## config.mk

```make
export PLATFORM = sky130hd
export DESIGN_NAME = pipeline_ctrl
export DESIGN_NICKNAME = d
export VERILOG_FILES = /design/src/rtl/pipeline_ctrl.sv
export SDC_FILE = /design/constraint.sdc
export NUM_CORES = 1
export LEC_CHECK = 0
export BUFFER_PORTS_ARGS = -buffer_cell sky130_fd_sc_hd__buf_2
export CAP_MARGIN = 20
export CORE_ASPECT_RATIO = 1.2
export CORE_MARGIN = 4
export CORE_UTILIZATION = 57
export CTS_CLUSTER_DIAMETER = 50
export DETAILED_ROUTE_END_ITERATION = 10
export PLACE_DENSITY_LB_ADDON = 0.15
export SLEW_MARGIN = 20
export SYNTH_ARGS = -nofsm -noshare
export SYNTH_HDL_FRONTEND = slang
export SYNTH_SLANG_ARGS = --single-unit
```

## constraint.sdc

```tcl
create_clock -name CLK -period 6.4 [get_ports CLK]
set_clock_uncertainty 0.05 [all_clocks]
set_input_delay 1.28 -clock CLK [delete_from_list [all_inputs] [get_ports CLK]]
set_output_delay 1.28 -clock CLK [all_outputs]
set_load 0.05 [all_outputs]
```

## src/rtl/pipeline_ctrl.sv

```systemverilog
// pipeline_ctrl: hazard and sequencing controller for the 16-bit pipeline.
// There is no forwarding, so every in-flight writer is tracked in a
// destination-register scoreboard. A decoded instruction that reads one of
// those registers is held in decode, and a bubble is issued in its place.
// Taken branches and jumps squash fetch/decode for FLUSH_CYCLES cycles.
//
// Ports
//   CLK        clock, all state updates on posedge
//   RST        asynchronous reset, active high
//   WILLWRITE  decoded instruction writes STARTREG
//   STARTREG   destination register of the decoded instruction
//   READREG    decoded instruction reads READREG1
//   READ2      decoded instruction also reads READREG2
//   READREG1   first source register
//   READREG2   second source register
//   TAKEN      execute stage resolved a taken BEQ/JUMP this cycle
//   STAGE1EN   fetch/PC advance enable
//   STAGE2IN   decode captures a new IR/PC
//   STAGE2OUT  decode issues a valid instruction (0 = bubble)
//   STALLED    hazard bubble inserted this cycle
//   FLUSHING   flush bubble inserted this cycle
//   STALLCNT   saturating count of hazard-stall cycles since reset
//
// state | meaning
// RUN   | normal issue, hazard checking active
// FLUSH | squashing fetch/decode after a taken branch/jump
module pipeline_ctrl #(
  parameter int DEPTH        = 3,
  parameter int FLUSH_CYCLES = 2,
  parameter int REG0_ZERO    = 1
) (
  input  logic       CLK,
  input  logic       RST,
  input  logic       WILLWRITE,
  input  logic [3:0] STARTREG,
  input  logic       READREG,
  input  logic       READ2,
  input  logic [3:0] READREG1,
  input  logic [3:0] READREG2,
  input  logic       TAKEN,
  output logic       STAGE1EN,
  output logic       STAGE2IN,
  output logic       STAGE2OUT,
  output logic       STALLED,
  output logic       FLUSHING,
  output logic [7:0] STALLCNT
);

  localparam logic [0:0] MODE_RUN   = 1'b0;
  localparam logic [0:0] MODE_FLUSH = 1'b1;
  localparam logic [2:0] FC_LOAD    = 3'(FLUSH_CYCLES - 1);

  logic [0:0]       mode;
  logic [2:0]       fc;
  logic [DEPTH-1:0] sb_v;
  logic [3:0]       sb_reg [DEPTH];
  logic [7:0]       stall_cnt;
  logic             hit1;
  logic             hit2;
  logic             haz;

  always_comb begin
    hit1 = 1'b0;
    hit2 = 1'b0;
    for (int i = 0; i < DEPTH; i++) begin
      if (sb_v[i] && (sb_reg[i] == READREG1)) hit1 = 1'b1;
      if (sb_v[i] && (sb_reg[i] == READREG2)) hit2 = 1'b1;
    end
    if ((REG0_ZERO != 0) && (READREG1 == 4'd0)) hit1 = 1'b0;
    if ((REG0_ZERO != 0) && (READREG2 == 4'd0)) hit2 = 1'b0;
    haz = READREG & (hit1 | (READ2 & hit2));
  end

  // RST is in the output decode so enables drop the moment reset rises,
  // not at the next edge.
  always_comb begin
    STAGE1EN  = 1'b1;
    STAGE2IN  = 1'b1;
    STAGE2OUT = 1'b1;
    STALLED   = 1'b0;
    FLUSHING  = 1'b0;
    if (RST) begin
      STAGE1EN  = 1'b0;
      STAGE2IN  = 1'b0;
      STAGE2OUT = 1'b0;
    end else if (TAKEN || (mode == MODE_FLUSH)) begin
      STAGE2IN  = 1'b0;
      STAGE2OUT = 1'b0;
      FLUSHING  = 1'b1;
    end else if (haz) begin
      STAGE1EN  = 1'b0;
      STAGE2IN  = 1'b0;
      STAGE2OUT = 1'b0;
      STALLED   = 1'b1;
    end
  end

  always_ff @(posedge CLK or posedge RST) begin
    if (RST) begin
      mode      <= MODE_RUN;
      fc        <= 3'd0;
      sb_v      <= '0;
      stall_cnt <= 8'd0;
      for (int i = 0; i < DEPTH; i++) sb_reg[i] <= 4'd0;
    end else begin
      for (int i = 1; i < DEPTH; i++) begin
        sb_v[i]   <= sb_v[i-1];
        sb_reg[i] <= sb_reg[i-1];
      end
      // bubbles and squashed slots always push an invalid entry
      sb_v[0]   <= WILLWRITE & STAGE2OUT;
      sb_reg[0] <= STARTREG;

      // TAKEN itself is the first flush bubble, so FLUSH lasts FLUSH_CYCLES-1
      if (TAKEN) begin
        if (FLUSH_CYCLES > 1) begin
          mode <= MODE_FLUSH;
          fc   <= FC_LOAD;
        end else begin
          mode <= MODE_RUN;
          fc   <= 3'd0;
        end
      end else if (mode == MODE_FLUSH) begin
        if (fc <= 3'd1) begin
          mode <= MODE_RUN;
          fc   <= 3'd0;
        end else begin
          fc <= fc - 3'd1;
        end
      end

      if (STALLED && (stall_cnt != 8'hFF)) stall_cnt <= stall_cnt + 8'd1;
    end
  end

  assign STALLCNT = stall_cnt;

endmodule

```

==> Yosys cells after proc, flatten, opt, wreduce, memory -nomap -nowiden <==
Cells that the tools add are included.
{ "totals": {"register_bits": 27} }
{ "op_classes": {"muxes": 24, "reduce_logical": 11, "eq_ne": 7, "n_lt_le_gt_ge": 1, "bitwise_logic": 4, "n_addsub": 2} }
{ "ops": {"columns": ["op", "n"], "rows": [
  ["4-bit equality test", 6],
  ["1-bit 2-to-1 mux", 21],
  ["3-bit 2-to-1 mux", 3],
  ["8-bit by 1-bit adder with 8-bit output (second input constant)", 1],
  ["4-bit logical NOT", 2],
  ["8-bit inequality test (second input constant)", 1],
  ["1-bit logical AND", 7],
  ["1-bit bitwise AND", 3],
  ["3-bit by 1-bit less-or-equal comparator with 1-bit output (second input constant)", 1],
  ["3-bit by 1-bit subtractor with 3-bit output (second input constant)", 1],
  ["2-bit nonzero test", 1],
  ["1-bit logical OR", 1],
  ["1-bit OR", 1]
]} }

==> Longest topological paths before layout <==
Gate-level depths: netlist (run 1).
{ "depth": {"word_depth": 13, "mapped_depth": 10, "depth_no_buf": 7} }

==> Worst setup path before layout (run 1) <==
Ideal clock, no wire load.
{ "synth_timing": {"kind": "input to output", "from": "input port READREG1[1]", "to": "output port STAGE1EN", "path_buffers": 2, "arrival_ps": 3128, "path_stages": 8, "t_required_ps": 5070, "setup_slack_ps": 1942, "path_cell_list": "buf_2 nor3_2 nor3_1 a21oi_1 o22ai_1 a211o_1 buf_6 a31oi_1"} }
{ "synth_between": {"elab_chain_len": 11, "word_cells_on_any_way": 16} }
{ "synth_lines": {"columns": ["element", "line_no", "source"], "rows": [
  ["start: declaration", "38", "input logic [3:0] READREG1,"],
  ["4-bit equality test", "66", "if (sb_v[i] && (sb_reg[i] == READREG1)) hit1 = 1'b1;"],
  ["1-bit logical AND", "66", null],
  ["1-bit 2-to-1 mux (3 in series)", "66", null],
  ["1-bit 2-to-1 mux (*)", "69", "if ((REG0_ZERO != 0) && (READREG1 == 4'd0)) hit1 = 1'b0;"],
  ["1-bit OR (*)", "71", "haz = READREG & (hit1 | (READ2 & hit2));"],
  ["1-bit bitwise AND (*)", "71", null],
  ["1-bit 2-to-1 mux (*)", "90", "end else if (haz) begin"],
  ["1-bit 2-to-1 mux (*)", "86", "end else if (TAKEN || (mode == MODE_FLUSH)) begin"],
  ["1-bit 2-to-1 mux (*)", "82", "if (RST) begin"],
  ["end: declaration", "41", "output logic STAGE1EN,"]
]} }
Every way passes the cells marked *; elsewhere a longest branch is shown, timed or not.

==> Final worst setup path (run 1) <==
{ "layout_timing": {"from": "input port READREG2[0]", "to": "output port STAGE2IN"} }
{ "layout_between": {"elab_chain_len": 12, "word_cells_on_any_way": 17} }
{ "layout_lines": {"columns": ["element", "line_no", "source"], "rows": [
  ["start: declaration", "39", "input logic [3:0] READREG2,"],
  ["4-bit equality test", "67", "if (sb_v[i] && (sb_reg[i] == READREG2)) hit2 = 1'b1;"],
  ["1-bit logical AND", "67", null],
  ["1-bit 2-to-1 mux (3 in series)", "67", null],
  ["1-bit 2-to-1 mux (*)", "70", "if ((REG0_ZERO != 0) && (READREG2 == 4'd0)) hit2 = 1'b0;"],
  ["1-bit bitwise AND (*)", "71", null],
  ["1-bit OR (*)", "71", null],
  ["1-bit bitwise AND (*)", "71", null],
  ["1-bit 2-to-1 mux (*)", "90", null],
  ["1-bit 2-to-1 mux (*)", "86", null],
  ["1-bit 2-to-1 mux (*)", "82", null],
  ["end: declaration", "42", "output logic STAGE2IN,"]
]} }
Marked as above.

==> summary.txt, run 1 <==
power per cell area = 195.7 mW/mm^2
area growth from synthesis to layout = 13.25%
VDD IR-drop max = 0.1390 mV
family with the most delay on the worst path = compound AO/OA/AOI/OAI gates
Final Power = 0.3056 mW
sequential power share = 60.6%
compound-cell area share of the yosys netlist = 6.534%
clock power share = 23.2%
Sw Pwr = 0.08444 mW
Min Clock Period, post-route = 4259 ps
largest net degree at the start of global routing = 28
Reg2Reg Depth = 7
CP Capture Type = output port
Final HPWL DP = 2072 um
max_cap viols = 0
internal power = 0.2211 mW
Yosys reg bits = 27
CP bufs+invs = 2
R2R setup slack = 4340 ps
Synth Instances = 130
Post-Place Worst Slack = 2152 ps
non-filler cells, final = 190
Adder-Cell Fraction of Synth Area = 2.722%
ys async rst share = 100.0%
WP data required = 5070 ps
CP cell instances = buf_2 > o41a_1 > nand4_1 > o21ai_1 > a211o_1 > nand2_1 > and2_1 > buf_2
mux contribution to synthesized area = 1.815%
share of cells above drive strength 1 = 23.27%
post-layout utilization of the core = 67.72%
IO buf count = 30
GPL Wtd Cong = 0.7836
Final Instance Area = 0.001562 mm^2
vias post-DR = 1020
yosys warns = 0
core area = 0.002306 mm^2
Bufs on Longest Clock Path = 2
area share of the largest cell type after synthesis = 49.00%
Seq/Total Area, Yosys = 49.00%
Placed Area = 0.001535 mm^2
HP Class = reg2reg
R2R Path End = STALLCNT[1]
Die W = 52.90 um
die area = 0.003273 mm^2
initial antenna violation count = 0
Crit path arrival time = 2930 ps
Core Rows = 19
crit path max fanout = 10
RSZ-0062 raised after global routing = false
CTS tree = done
Post-CTS Setup Bufs = 0
CP max stage cell = o41a_1
Nets = 181
Syn Area/Cell = 10.61 um^2
initial core utilization = 59.79%
count of flip-flops with a built-in enable after synthesis = 0
drt pass-1 iters = 4
I/O pin cnt = 31
drt total wl = 2595 um
CTS resizes = 0
synth unique cells = 31
largest cells by area after synthesis = dfrtp_1, xnor2_1, xor2_1
final hold vios = 0
WHS = 377.8 ps
Slew HR = 30.22%
DR DRC count = 0
hold_buf cts = 0
CTS clk-pin slew, worst paths = 140 ps
GRT Total Usage = 18.23%
antenna diode count = 0
Worst path depth = 8
vias in the first global route = 1012
first-pass GRT wire length = 4395 um
Hold Path Origin = sb_v[0]
DRT iter0 DRCs = 20
most frequent CP cell = buf_2
cell total after placement = 186
Setup Viol. Count Final = 0
Final Slew Violations = 0
Net Count, Synth = 151
worst reg2reg startpoint = sb_reg[4]
XOR/XNOR share of the synthesized area = 17.79%
average via count per standard cell = 5.368
CTS Sinks = 27
switching fraction of total power = 27.63%
Routed Antenna Nets = 0
status = finished, final reports clean
Gate power share = 16.2%
Mapped Area = 0.001379 mm^2
fmax = 234.8 MHz
largest family of logic cells by synthesized area = simple AND/OR/NAND/NOR gates
Hold Path End = sb_v[1]
CP Class = in2out
total grt overflow = 0
final worst setup slack = 2141 ps
Root Driver = clkbuf_4
max incr delay on CP = 440 ps
Fin Setup TNS = 0 ps
Die Y = 61.88 um
Worst-Margin Slew = 1039 ps
hold path depth = 0
Synth Flop Type = dfrtp_1
CTS HTree Levels = 1
Inserted Clock Buffers = 3
fin crit share = 66.55%
top cell type by total area after synthesis = dfrtp_1
drt wl/cell = 13.66 um
Leak = 0.7414 nW
Skew-Pair Late Insertion Delay = 320 ps
simple-gate portion of the synthesized area = 18.15%
crit start category = input pin
max reg flops = 12
-- how the worst max path moves through the flow --
stage / start / to / slack (ps)
4_1_cts: READREG2[0] / STAGE2IN / 2140
6_report: READREG2[0] / STAGE2IN / 2140
3_5_place_dp: READREG2[0] / STAGE2IN / 2150
3_3_place_gp: READREG2[0] / STAGE2IN / 2190
2_1_floorplan: READREG1[1] / STAGE1EN / 1940
5_1_grt: READREG2[0] / STAGE2OUT / 2080
-- cell usage after synthesis, types with 2 or more instances --
cell type / n
nand2_1: 4
nand3_1: 4
a211o_1: 2
nand4_1: 10
a21oi_1: 6
nor2_1: 11
ha_1: 3
inv_1: 6
and3_1: 4
dfrtp_1: 27
xnor2_1: 19
nor3_1: 7
xor2_1: 9
-- cell usage in the layout (no fill, tap or decap), types with 2 or more instances in the layout --
cell type and instances:
buf_2 30, dfrtp_1 27, xnor2_1 19, nor2_1 11, nand4_1 10, xor2_1 9
nor3_1 7, a21oi_1 6, inv_1 5, nand2_1 4, nand3_1 4, and3_1 4
ha_1 3, clkbuf_4 3, a211o_1 2
-- power groups by stage --
stage	registers [mW]	logic, mW	clock network, mW
final	0.185	0.0495	0.0710
after global routing	0.186	0.0548	0.0804
after CTS	0.185	0.0501	0.0737
after detailed placement	0.188	0.0498	0
after global placement	0.188	0.0478	0
after floorplan	0.188	0.0343	0
-- final cells by class --
class	instances	area [um^2]
timing repair buffer	30	150.1
tap	31	38.79
inverter	6	22.52
sequential	27	675.6
multi-input combinational	92	648.1
fill	199	744.5
clock buffer	4	26.28
-- per-layer routing --
layer	GRT usage, %	part of all wire, %	vias up
li1	-	-	505
met1	23.03	43	485
met2	31.91	50	26
met3	2.625	5.4	4
met4	6.569	1.2	0
met5	0	0	-
-- kinds of logic after synthesis --
family | after synthesis
multiplexers | 2
XOR/XNOR | 28
AO/OA/AOI/OAI | 14
adder cells (fa/ha/maj) | 3
buffers and inverters | 11
flip-flops | 27
AND/OR/NAND/NOR | 45
No activity file was read; power rests on OpenSTA's default activity.
==> run 2, diff against run 1 <==
ABC_AREA = 1   (was unset)
CORE_UTILIZATION = 49   (was 57)
clock period = 3.9 ns   (was 6.4 ns; I/O delays follow)
==> run 2 against run 1 <==
Effect of this change: via count grew 29%; worst setup slack got worse by 1100 ps; wire length up 17%; sequential power increased by 63%; largest power group unchanged.
==> summary.txt, run 2 <==
status = finished, final reports clean
final hold vios = 0
Nets = 262
Worst-Margin Slew = 922.8 ps
die area = 0.004187 mm^2
Die Y = 70.09 um
ys async rst share = 100.0%
WP data required = 3070 ps
first-pass GRT wire length = 4988 um
switching fraction of total power = 29.32%
Crit path arrival time = 1990 ps
Reg2Reg Depth = 9
most frequent cells in the layout = nand2_1, buf_2, dfrtp_1
Seq/Total Area, Yosys = 42.93%
crit path max fanout = 5
CP startpoint = READREG2[2]
sequential power share = 59.2%
average via count per standard cell = 4.768
CTS resizes = 0
vias in the first global route = 1166
core area = 0.003083 mm^2
max reg flops = 12
Mapped Area = 0.001574 mm^2
synth unique cells = 27
CTS Sinks = 27
largest cells by area after synthesis = dfrtp_1, nand2_1, inv_1
IO buf count = 30
share of cells above drive strength 1 = 22.08%
Final Instance Area = 0.001792 mm^2
CTS tree = done
area share of the largest cell type after synthesis = 42.93%
top cells by count, synth = nand2_1, dfrtp_1, inv_1, nor2_1, xnor2_1
DRT iter0 DRCs = 55
I/O pin cnt = 31
Root Driver = clkbuf_4
fin crit share = 72.23%
Bufs on Longest Clock Path = 2
crit start category = input pin
area growth from synthesis to layout = 13.83%
Routed Antenna Nets = 0
Fin Setup TNS = 0 ps
hold_buf cts = 0
crit path to = STALLED
most common cell after layout, fill and taps aside = nand2_1
DR DRC count = 0
drt wl/cell = 10.97 um
CP cell instances = buf_2 > nand2_1 > nand2_1 > nor2_1 > nand3_1 > nand3_2 > nand2_2 > nand2_4 > nand3_4 > clkinv_1 > buf_2
Core Rows = 22
HP Class = reg2reg
RSZ-0062 raised after global routing = false
Skew-Pair Late Insertion Delay = 320 ps
CTS HTree Levels = 1
drt pass-1 iters = 4
Setup Viol. Count Final = 0
largest net degree at the start of global routing = 28
yosys warns = 0
GPL Wtd Cong = 0.8924
R2R setup slack = 2290 ps
power per cell area = 284.4 mW/mm^2
Min Clock Period, post-route = 2817 ps
Yosys reg bits = 27
Final Slew Violations = 0
Net Count, Synth = 228
Synth Instances = 207
count of flip-flops with a built-in enable after synthesis = 0
Synth Flop Type = dfrtp_1
worst reg2reg startpoint = STALLCNT[0]
max_cap viols = 0
R2R Path End = STALLCNT[5]
Final HPWL DP = 2476 um
Syn Area/Cell = 7.604 um^2
CP Class = in2out
Sw Pwr = 0.1494 mW
vias post-DR = 1316
Placed Area = 0.001762 mm^2
Die W = 59.74 um
top-count cell post-synth = nand2_1
CP max stage cell = buf_2
GRT Total Usage = 15.51%
Leak = 1.008 nW
antenna diode count = 0
post-layout utilization of the core = 58.12%
total grt overflow = 0
clock power share = 23.7%
Slew HR = 38.10%
initial core utilization = 51.06%
VDD IR-drop max = 0.2714 mV
max incr delay on CP = 250 ps
drt total wl = 3027 um
Gate power share = 17.0%
final worst setup slack = 1083 ps
internal power = 0.3602 mW
initial antenna violation count = 0
CP Capture Type = output port
top cell type by total area after synthesis = dfrtp_1
CTS clk-pin slew, worst paths = 140 ps
fmax = 355.0 MHz
Post-CTS Setup Bufs = 0
Inserted Clock Buffers = 3
Post-Place Worst Slack = 1074 ps
-- run 2: cell count changes after synthesis, sizes merged, moves of 4 or more --
cell	previous run	this run
nand3	4	10
nor2	11	27
xnor2	19	9
nand4	11	3
and3	5	0
a21oi	6	2
nor3	8	2
nand2	4	80
inv	6	30
xor2	9	3
-- run 2: critical path, delay by kind of cell --
kind                   cells  cell delay, ps
AND/OR/NAND/NOR            8             730
buffers and inverters      3             470
-- run 2: cells by family after synthesis --
| group | after synthesis | synth area share (%) |
|---|---|---|
| simple gates | 123 | 36.65 |
| buf+inv | 32 | 7.870 |
| flops | 27 | 42.93 |
| xor+xnor | 12 | 6.678 |
| compound gates | 10 | 3.498 |
| fa+ha+maj | 3 | 2.385 |
-- run 2: power groups by stage --
| stage | Combinational (mW) | Sequential [mW] | Clock, mW |
|---|---|---|---|
| floorplan | 0.0585 | 0.307 | 0 |
| global placement | 0.0872 | 0.307 | 0 |
| detailed placement | 0.0878 | 0.307 | 0 |
| CTS | 0.0882 | 0.302 | 0.129 |
| global route | 0.0985 | 0.304 | 0.139 |
| finish | 0.0868 | 0.302 | 0.121 |
-- run 2: layout make-up --
class / instances / area, um^2
clock inverter: 1 / 7.507
inverter: 31 / 116.4
fill: 311 / 1291
timing repair buffer: 30 / 150.1
sequential: 27 / 675.6
multi-input combinational: 148 / 774.5
tap: 36 / 45.04
clock buffer: 3 / 22.52
-- run 2: through the flow --
stage	cells	total power, mW	hold WS (ps)
global route	276	0.5418	361.4
global placement	272	0.3943	310.1
finish	276	0.5095	350.7
detailed placement	272	0.3952	320.9
CTS	276	0.5188	354.2
floorplan	207	0.3657	303.7
-- run 2: how the worst min path moves through the flow --
stage / from / end / cells after the start
global route: sb_reg[7] / sb_reg[3] / 0
floorplan: sb_reg[7] / sb_reg[3] / 0
CTS: sb_reg[7] / sb_reg[3] / 0
global placement: sb_reg[7] / sb_reg[3] / 0
detailed placement: sb_reg[7] / sb_reg[3] / 0
finish: sb_reg[7] / sb_reg[3] / 0
-- run 2: metal layers --
metal	wire [um]	track usage, %	vias to the layer above
met3	135	2.033	7
met4	77	7.635	0
met1	1294	19.93	584
met2	1520	24.88	31
met5	0	0	-
li1	-	-	694
==> run 3, diff against run 2 <==
clock period = 2.4 ns   (was 3.9 ns; I/O delays follow)
==> run 3 against run 2 <==
Effect of this change: non-clock buffer count is 2 higher; worst setup slack got worse by 950 ps; register-to-register slack worse by 1600 ps; sequential share of layout area decreased by 1.0 points; critical endpoint is now STAGE2OUT; sequential power is 62% higher; hold slack worse by 230 ps; flip-flop and latch count stayed put.
==> summary.txt, run 3 (synthesis gave the netlist of run 2 again) <==
power per cell area = 449.8 mW/mm^2
Reg2Reg Depth = 13
antenna diode count = 0
vias post-DR = 1343
CTS Sinks = 27
Final HPWL DP = 2467 um
I/O pin cnt = 31
switching fraction of total power = 28.93%
VDD IR-drop max = 0.3082 mV
Leak = 1.028 nW
final worst setup slack = 136.5 ps
Nets = 264
Gate power share = 17.7%
Crit path arrival time = 1730 ps
Bufs on Longest Clock Path = 2
CP Class = reg2out
crit path max fanout = 4
max_cap viols = 0
WHS = 125.1 ps
CTS tree = done
sequential power share = 59.1%
most common cell after layout, fill and taps aside = nand2_1
core area = 0.003083 mm^2
Min Clock Period, post-route = 2263 ps
Routed Antenna Nets = 0
worst reg2reg startpoint = sb_reg[10]
DR DRC count = 0
largest net degree at the start of global routing = 18
drt total wl = 3004 um
fin crit share = 94.31%
Final Slew Violations = 0
HP Class = in2async
Die Y = 70.09 um
DRT iter0 DRCs = 41
drt wl/cell = 10.81 um
Inserted Clock Buffers = 3
internal power = 0.5891 mW
Worst-Margin Slew = 392.7 ps
cell total after placement = 273
Post-Place Worst Slack = 153.3 ps
initial core utilization = 51.06%
crit start category = flip-flop
Root Driver = clkbuf_4
total grt overflow = 0
final hold vios = 0
WP data required = 1870 ps
Core Rows = 22
vias in the first global route = 1262
drt pass-1 iters = 4
max reg flops = 12
die area = 0.004187 mm^2
CTS HTree Levels = 1
Die W = 59.74 um
GRT Total Usage = 15.79%
R2R Path End = STALLCNT[4]
first-pass GRT wire length = 5237 um
fmax = 441.8 MHz
IO buf count = 30
Final Power = 0.8289 mW
average via count per standard cell = 4.831
CP Capture Type = output port
Skew-Pair Late Insertion Delay = 310 ps
share of cells above drive strength 1 = 25.21%
post-layout utilization of the core = 59.78%
initial antenna violation count = 0
Sw Pwr = 0.2398 mW
most frequent cells in the layout = nand2_1, dfrtp_1, buf_2
GPL Wtd Cong = 0.8894
Setup Viol. Count Final = 0
area growth from synthesis to layout = 17.09%
non-filler cells, final = 278
R2R setup slack = 730 ps
clock power share = 23.2%
status = finished, final reports clean
CTS clk-pin slew, worst paths = 140 ps
RSZ-0062 raised after global routing = true
Slew HR = 73.79%
-- run 3: changes by cell type in the layout (fill, tap and decap cells not counted), sizes merged --
cell	before	now
buf	30	32
clkinv	2	0
inv	29	31
-- run 3: worst max path at each step --
| stage | from | to | slack (ps) | cells past startpoint |
|---|---|---|---|---|
| floorplan | READREG1[1] | STAGE1EN | 110 | 9 |
| global placement | READREG2[2] | STALLED | 150 | 11 |
| detailed placement | READREG2[2] | STALLED | 150 | 11 |
| CTS | sb_reg[10] | STAGE2OUT | -7 | 12 |
| global route | sb_reg[10] | STAGE2IN | -30 | 12 |
| finish | sb_reg[10] | STAGE2OUT | 140 | 12 |
-- run 3: layer usage --
layer  up-vias  GRT usage [%]  wire [um]
met1       607          20.56       1261
met4         0          7.389         87
met3         8          2.773        155
li1        700              -          -
met5         -              0          0
met2        28          24.76       1499
-- run 3: final cells by class --
| class | instances | area (um^2) |
|---|---|---|
| Clock buffer | 3 | 22.52 |
| Timing Repair Buffer | 32 | 190.2 |
| Sequential cell | 27 | 675.6 |
| Tap cell | 36 | 45.04 |
| Inverter | 31 | 116.4 |
| Multi-Input combinational cell | 148 | 785.8 |
| Clock inverter | 1 | 7.507 |
| Fill cell | 317 | 1240 |
-- run 3: timing repair --
item / 4_1_cts / 5_1_grt
setup buffers: 0 / 1
endpoints found under the setup margin: 3 / 4
resized for setup: 1 / 16
pin swaps: 0 / 3
hold buffers: 0 / 0
-- run 3: power by group through the flow --
stage	Clock (mW)	Sequential, mW	Combinational [mW]
2_1_floorplan	0	0.499	0.0950
3_3_place_gp	0	0.499	0.143
3_5_place_dp	0	0.499	0.144
4_1_cts	0.206	0.490	0.145
5_1_grt	0.224	0.494	0.168
6_report	0.192	0.490	0.147
-- run 3: critical path, cell delays in order, from the launching register on --
cell and delay [ps]:
dfrtp_1 430, inv_2 50, nand2_1 60, nand2_1 60, nor2_2 110, nand3_1 100, nand3_2 90, nand2_2 70
nand2_4 110, nand2_1 70, nand2_2 70, inv_2 50, buf_6 140
-- run 3: through the flow --
step,area [um^2],TNS [ps]
2_1_floorplan,1574,0
3_3_place_gp,1769,0
3_5_place_dp,1769,0
4_1_cts,1802,-14.36
5_1_grt,1843,-60.04
6_report,1843,0
